===== src/rtl/store_write_buffer.sv =====
// Posted-write buffer: queues CPU stores in a circular FIFO and drains them to the data RAM under valid/ready.
// Optional store-to-load forwarding is enabled by defining STORE_BUF_FWD_EN.
module store_write_buffer #(
  parameter int unsigned DEPTH = 4,
  parameter int unsigned AW    = 32,
  parameter int unsigned DW    = 32
) (
  input  logic                    clk,
  input  logic                    reset,
  input  logic                    cpu_we,
  input  logic                    cpu_re,
  input  logic [AW-1:0]           cpu_addr,
  input  logic [DW-1:0]           cpu_wdata,
  output logic [DW-1:0]           cpu_rdata,
  output logic                    cpu_stall,
  input  logic [DW-1:0]           mem_rdata,
  output logic                    mem_wr_valid,
  output logic [AW-1:0]           mem_wr_addr,
  output logic [DW-1:0]           mem_wr_data,
  input  logic                    mem_wr_ready,
  output logic [$clog2(DEPTH):0]  count
);

  localparam int unsigned PW = $clog2(DEPTH);
  localparam int unsigned CW = PW + 1;

  logic [AW-1:0] addr_q [DEPTH];
  logic [DW-1:0] data_q [DEPTH];
  logic [PW-1:0] head;
  logic [PW-1:0] tail;
  logic          full;
  logic          push;
  logic          pop;

  assign full         = (count == CW'(DEPTH));
  assign mem_wr_valid = (count != '0);
  assign push         = cpu_we && !full;
  assign pop          = mem_wr_valid && mem_wr_ready;

  // Pointers and occupancy are the only reset state.
  always_ff @(posedge clk or negedge reset) begin
    if (!reset) begin
      head  <= '0;
      tail  <= '0;
      count <= '0;
    end else begin
      if (push) tail <= tail + PW'(1);
      if (pop)  head <= head + PW'(1);
      case ({push, pop})
        2'b10:   count <= count + CW'(1);
        2'b01:   count <= count - CW'(1);
        default: count <= count;
      endcase
    end
  end

  always_ff @(posedge clk) begin
    if (push) begin
      addr_q[tail] <= cpu_addr;
      data_q[tail] <= cpu_wdata;
    end
  end

  assign mem_wr_addr = addr_q[head];
  assign mem_wr_data = data_q[head];

`ifdef STORE_BUF_FWD_EN
  logic          fwd_hit;
  logic [DW-1:0] fwd_data;
  logic [PW-1:0] idx;

  // Walk oldest to youngest so the last match wins; the head entry stays eligible while popping.
  always_comb begin
    fwd_hit  = 1'b0;
    fwd_data = '0;
    idx      = '0;
    for (int unsigned i = 0; i < DEPTH; i++) begin
      idx = head + PW'(i);
      if ((CW'(i) < count) && (addr_q[idx][AW-1:2] == cpu_addr[AW-1:2])) begin
        fwd_hit  = 1'b1;
        fwd_data = data_q[idx];
      end
    end
  end

  assign cpu_rdata = (cpu_re && fwd_hit) ? fwd_data : mem_rdata;
  assign cpu_stall = cpu_we && full;
`else
  // Without forwarding, loads wait for the buffer to drain to keep memory ordering.
  assign cpu_rdata = mem_rdata;
  assign cpu_stall = (cpu_we && full) || (cpu_re && !cpu_we && mem_wr_valid);
`endif

endmodule


===== config.mk =====
export PLATFORM = sky130hd
export DESIGN_NAME = store_write_buffer
export DESIGN_NICKNAME = d
export VERILOG_FILES = /design/src/rtl/store_write_buffer.sv
export SDC_FILE = /design/constraint.sdc
export NUM_CORES = 1
export LEC_CHECK = 0
export CAP_MARGIN = 10
export CELL_PAD_IN_SITES_DETAIL_PLACEMENT = 1
export CELL_PAD_IN_SITES_GLOBAL_PLACEMENT = 1
export CORE_UTILIZATION = 54
export DETAILED_ROUTE_END_ITERATION = 10
export DONT_BUFFER_PORTS = 1
export GPL_ROUTABILITY_DRIVEN = 0
export PLACE_DENSITY_LB_ADDON = 0.1
export SLEW_MARGIN = 20
export SYNTH_ARGS = -nofsm -noshare
export SYNTH_HDL_FRONTEND = slang
export SYNTH_SLANG_ARGS = --single-unit

===== constraint.sdc =====
create_clock -name clk -period 3.6 [get_ports clk]
set_input_delay 0.54 -clock clk [delete_from_list [all_inputs] [get_ports clk]]
set_output_delay 0.54 -clock clk [all_outputs]
set_load 0.02 [all_outputs]

-- Word-level counts from Yosys, hierarchy flattened
Memories as Yosys holds them, arrays and structs flattened.
Cells that the tools add are included.
- register bits after elaboration: 7
- bits in writable memories: 256
- bits of input ports: 101
- output and inout bits: 101
- word-level logic and storage cells: 25
- memories kept: 2
- add/sub/neg operators: 4
- equal/unequal tests: 3
- multiplexer cells: 3
- reduce and logical (&&, ||, !) cells: 10
- memories (name ; depth ; bits a word ; rd ports ; clocked after Yosys merged registers in ; write ports ; line ; source):
    addr_q ; 4 ; 32 ; 1 ; 0 ; 1 ; 27 ; logic [AW-1:0] addr_q [DEPTH];
    data_q ; 4 ; 32 ; 1 ; 0 ; 1 ; 28 ; logic [DW-1:0] data_q [DEPTH];
- operators with widths (operator ; count):
    case mux 3 bit (2 select lines) ; 1
    logical AND 1 bit ; 5
    adder 2 x 1 -> 2 bit (second input constant) ; 2
    adder 3 x 1 -> 3 bit (second input constant) ; 1
    == test 3 bit (second input constant) ; 1
    nonzero test 3 bit ; 1
    subtractor 3 x 1 -> 3 bit (second input constant) ; 1
    == test 2 x 1 -> 1 bit (second input constant) ; 1
    == test 2 bit (second input constant) ; 1
    logical NOT 1 bit ; 2
    2-to-1 mux 1 bit ; 2
    nonzero test 2 bit ; 1
    logical OR 1 bit ; 1

-- Depth between registers and ports, before layout
- depth in word-level cells: 5
- gate-level depth with buffers: 9
- depth with buffers taken out: 9

-- Worst setup path before layout
No wires, ideal clock.
- path kind: register to register
- start: register count[1]
- end: memory addr_q[0][0] (enable)
- library setup time: 0.429 ns
- data arrival time: 2.472 ns
- data required time: 3.171 ns
- slack: 0.700 ns
- cell stages (with the launch flop): 4
- buffers on the path: 0
- period minus slack after synthesis: 2.900 ns
- path through: dfrtp_1 inv_1 a31oi_2 and2_1
- word-level cells in the longest chain between the ends: 5
- RTL lines (element ; line ; source):
    start: declaration ; 21 ; output logic [$clog2(DEPTH):0] count
    start signal: assignment ; 50 ; 2'b10: count <= count + CW'(1);
    start signal: assignment ; 51 ; 2'b01: count <= count - CW'(1);
    start signal: assignment ; 52 ; default: count <= count;
    == test 3 bit ; 35 ; assign full = (count == CW'(DEPTH));
    logical NOT 1 bit ; 37 ; assign push = cpu_we && !full;
    logical AND 1 bit ; 37 ;
    2-to-1 mux 1 bit ; 58 ; if (push) begin
    2-to-1 mux 1 bit (implied by the code) ; 59 ; addr_q[tail] <= cpu_addr;
    end: declaration ; 27 ;
No other way between the ends.

-- Final worst setup path
- start: register head[0]
- end: output port mem_wr_data[14]
- word-level cells in the longest chain between the ends: 1
- RTL lines (element ; line ; source):
    start: declaration ; 29 ; logic [PW-1:0] head;
    start signal: assignment ; 48 ; if (pop) head <= head + PW'(1);
    memory (4 x 32 bit) ; -- ;
    end: declaration ; 19 ; output logic [DW-1:0] mem_wr_data,
No other way between the ends.

==> impl_summary.md <==
Status
The flow ran to the end, and the final reports show no timing, DRC or antenna violations.

Global routing
Entering global routing, the biggest net connects 66 pins. Across every metal layer, demand over resource in global routing totals 18.7%. The number of antenna violations at the first check in global routing is 0. The number of global-route vias before repair came to 4283. For this run the aggregate overflow at the end of global routing stands at 0. The first global-routing pass estimated 25.4 mm of wire.

Routing
For this block, the routed nets add up to 17.1 mm of wire. The first detailed-routing pass ran for 6 iterations. After detailed routing, the number of remaining DRC violations is 0.

The count of vias placed by the detailed router is 3854. The average vias per placed instance is 5.99. Once detail routing completed, the nets flagged for antenna violations numbered 0.

The average wire per cell in the routed design is 26.6 µm. The number of DRC violations after detailed-routing iteration 0 is 183.

CTS
After clock tree synthesis, the clock-pin slew on the worst setup and hold paths is 60 ps. The number of sinks driven by the clock tree is 263. The root cell of the clock tree is sky130_fd_sc_hd__clkbuf_16. CTS built an H-tree with a depth of 1. The clock latency reported for the late side of the worst-skew pair is 520 ps.

Clock tree synthesis inserted a total of 27 buffers. The maximum clock insertion buffer count is 3. After clock tree synthesis, the repair step resized 0 gates.

TritonCTS built the clock tree.

Logic synthesis
The number of nets handed over by synthesis was 512. The synthesized flop and latch total is 263. The sequential cell area fraction in the yosys report is 79.4%.

A synthesized cell averages 24.5 µm². The combined area of all synthesized cells is 9910 µm². The Yosys step of the flow raised 0 warnings.

Synthesis produced 405 cells. The netlist uses 22 different library cells.

Timing
Setup violations remaining at the end of the flow were counted as 0. The relative max-transition margin is 31.4%. Final hold analysis gives a worst-case slack of 109 ps. The smallest clock period supported by the final layout is computed as 2860 ps. The post-route clock period utilization is 79.4%. At the pin with the least slew margin, the transition time is 1030 ps. The number of hold violations in the final report is 0. Setup repair after global routing left no endpoint under its margin. The number of slew-limit violations in the final report is 0. Static timing analysis puts the maximum clock frequency at 0.350 GHz. Adding up every negative setup slack in the final design gives 0 ps.

The worst clock skew on the final layout is 5.23 ps.

Setup path
The sort of element at the start of the critical path is a register. The startpoint of the worst register-to-register path is count[1]. The worst setup path is captured at an output port.

STA puts the critical path data arrival time at 2320 ps. In this run the register-to-register setup slack is 1200 ps. The count of cells along the worst register-to-register path is 3.

In this design, the stage delay of the slowest critical-path cell is 810 ps. STA puts the critical path data required time at 3060 ps. Following the worst setup path forward leads to its endpoint at mem_wr_data[14]. The worst flop-to-flop path endpoint is addr_q[1][17]. Traced cell by cell, the critical path runs through buf_4, mux4_2. The largest individual stage delay along the critical path comes from the cell sky130_fd_sc_hd__dfrtp_4. The maximum fanout count along the critical path is 29. The start-to-end type of the worst setup path is register to output port.

Tracing the worst setup path back leads to its startpoint at head[0].

Floorplan
The width of the die is 137 µm. 202 I/O pins were placed. The total die area is 18900 µm².

The row count is 49. The starting density of the core is 55.2%. The floorplan core area is 18000 µm². The floorplan step set the die height to 137 µm.

Power
The total net switching power is 2.99 mW. The largest voltage drop on the vdd net is 0.607 mV. The share of total power dissipated in sequential elements is 48.0%. The internal power component is 6.38 mW.

Summing internal, switching and leakage power gives 9.37 mW. The clock power share is 26.1%. The net switching fraction of the power is 31.9%. The total leakage power is 3.41 nW. The power per cell area is 873 nW/µm². In this run, the combinational gates consume 25.9% of the power.

Hold path
The min-delay analysis places its worst path in the category input port to register.

Final layout
The combined area of the multi-input logic cells is 1680 µm². The storage element area is 7870 µm². The share of final-layout standard cells stronger than drive strength 1 is 27.8%. Once layout is complete, the utilization of the core stands at 59.7%. The number of fill cells in the layout is 1439. 0 antenna diodes ended up in the layout. The synthesis-to-finish area growth is 8.30%. The net count of the finished layout is 501.

Place
The HPWL after detailed placement is 9.75 mm. Input and output buffers added on the ports amount to 0.

Run
The tool flagged a number of max-cap violations equal to 0.
[stage by stage]
stage | instance area (µm²) | instances | setup WS (ps)
after floorplan | 9910 | 405 | 700
after global placement | 9940 | 593 | 1220
after detailed placement | 9940 | 593 | 1180
after CTS | 10700 | 643 | 651
after global routing | 10700 | 643 | 590
final | 10700 | 643 | 741
[worst min path at each step]
stage	start	endpoint	slack, ps	depth (start not counted)
final	cpu_addr[9]	addr_q[1][9]	110	0
after global placement	reset	count[1]	240	0
after CTS	cpu_wdata[15]	data_q[0][15]	90	0
after detailed placement	reset	tail[1]	240	0
after global routing	cpu_wdata[4]	data_q[3][4]	90	0
after floorplan	reset	count[0]	240	0
[synthesized netlist by cell type]
| library cell | count | area share (%) |
|---|---|---|
| sky130_fd_sc_hd__a31oi_2 | 1 | 0.13 |
| sky130_fd_sc_hd__and2_1 | 4 | 0.25 |
| sky130_fd_sc_hd__buf_2 | 6 | 0.30 |
| sky130_fd_sc_hd__buf_4 | 34 | 2.6 |
| sky130_fd_sc_hd__buf_6 | 5 | 0.57 |
| sky130_fd_sc_hd__clkbuf_1 | 1 | 0.038 |
| sky130_fd_sc_hd__dfrtp_1 | 7 | 1.8 |
| sky130_fd_sc_hd__edfxtp_1 | 256 | 78 |
| sky130_fd_sc_hd__fa_1 | 1 | 0.20 |
| sky130_fd_sc_hd__ha_1 | 5 | 0.63 |
| sky130_fd_sc_hd__inv_1 | 7 | 0.27 |
| sky130_fd_sc_hd__mux2_2 | 1 | 0.11 |
| sky130_fd_sc_hd__mux2i_1 | 1 | 0.10 |
| sky130_fd_sc_hd__mux4_2 | 64 | 15 |
| sky130_fd_sc_hd__nand2_1 | 1 | 0.038 |
| sky130_fd_sc_hd__nor2_1 | 1 | 0.038 |
| sky130_fd_sc_hd__o211a_1 | 1 | 0.10 |
| sky130_fd_sc_hd__o21ai_0 | 1 | 0.050 |
| sky130_fd_sc_hd__o31a_1 | 1 | 0.088 |
| sky130_fd_sc_hd__or3_1 | 1 | 0.063 |
| sky130_fd_sc_hd__xnor2_1 | 3 | 0.27 |
| sky130_fd_sc_hd__xor2_1 | 3 | 0.27 |
[metal layers]
metal | global-route usage (%) | up-vias | part of all wire [%]
met5 | 0 | - | 0
met2 | 30.3 | 127 | 49
met3 | 6.84 | 62 | 9.1
met4 | 7.63 | 0 | 3.0
li1 | - | 1626 | -
met1 | 22.9 | 2039 | 39
[what timing repair did]
item	4_1_cts	5_1_grt
setup buffers	0	0
endpoints found under the hold margin	7	0
hold buffers	1	0
[flip-flops by register name, summed over array words and instances, names as in the netlist]
name and count:
addr_q 128, count 3, data_q 128, head 2
tail 2
[final cells by class]
type	instances	area share, %
tap	229	2.67
clock buffer	32	6.47
multi-input combinational	89	15.7
clock inverter	17	0.781
sequential	263	73.4
timing repair buffer	6	0.793
inverter	7	0.245
[layout by cell type (no fill, tap or decap), types with 2 or more instances in the layout]
cell and instances:
sky130_fd_sc_hd__edfxtp_1 256, sky130_fd_sc_hd__mux4_2 64, sky130_fd_sc_hd__clkbuf_16 27, sky130_fd_sc_hd__clkinv_2 9, sky130_fd_sc_hd__inv_1 7, sky130_fd_sc_hd__clkinv_1 6
sky130_fd_sc_hd__ha_1 5, sky130_fd_sc_hd__clkbuf_1 5, sky130_fd_sc_hd__dfrtp_1 5, sky130_fd_sc_hd__and2_4 4, sky130_fd_sc_hd__xor2_1 3, sky130_fd_sc_hd__xnor2_1 3
sky130_fd_sc_hd__buf_12 3, sky130_fd_sc_hd__dfrtp_4 2, sky130_fd_sc_hd__buf_4 2
[cells by family after synthesis]
logic type                 after synthesis  share of synthesized area, %
xor gates and xnor gates                 6                         0.531
muxes                                   66                          14.8
adders and majority gates                6                         0.834
buffers and inverters                   53                          3.75
DFF                                    263                          79.4
and+or+nand+nor                          7                         0.391
AOI/OAI and AO/OA                        4                         0.366
[power by group through the flow]
stage	Clock, mW	Combinational (mW)	Sequential, mW
finish	2.45	2.43	4.49
global route	2.61	2.60	4.58
CTS	2.50	2.49	4.52
detailed placement	0	2.48	4.58
global placement	0	2.48	4.53
floorplan	0	2.31	4.27
[critical path, delay by kind of cell (launching register included)]
family,cells,cell delay (ps)
buffers and inverters,1,360
flip-flops,1,810
multiplexers,1,620
(Power assumes the default switching activity.)
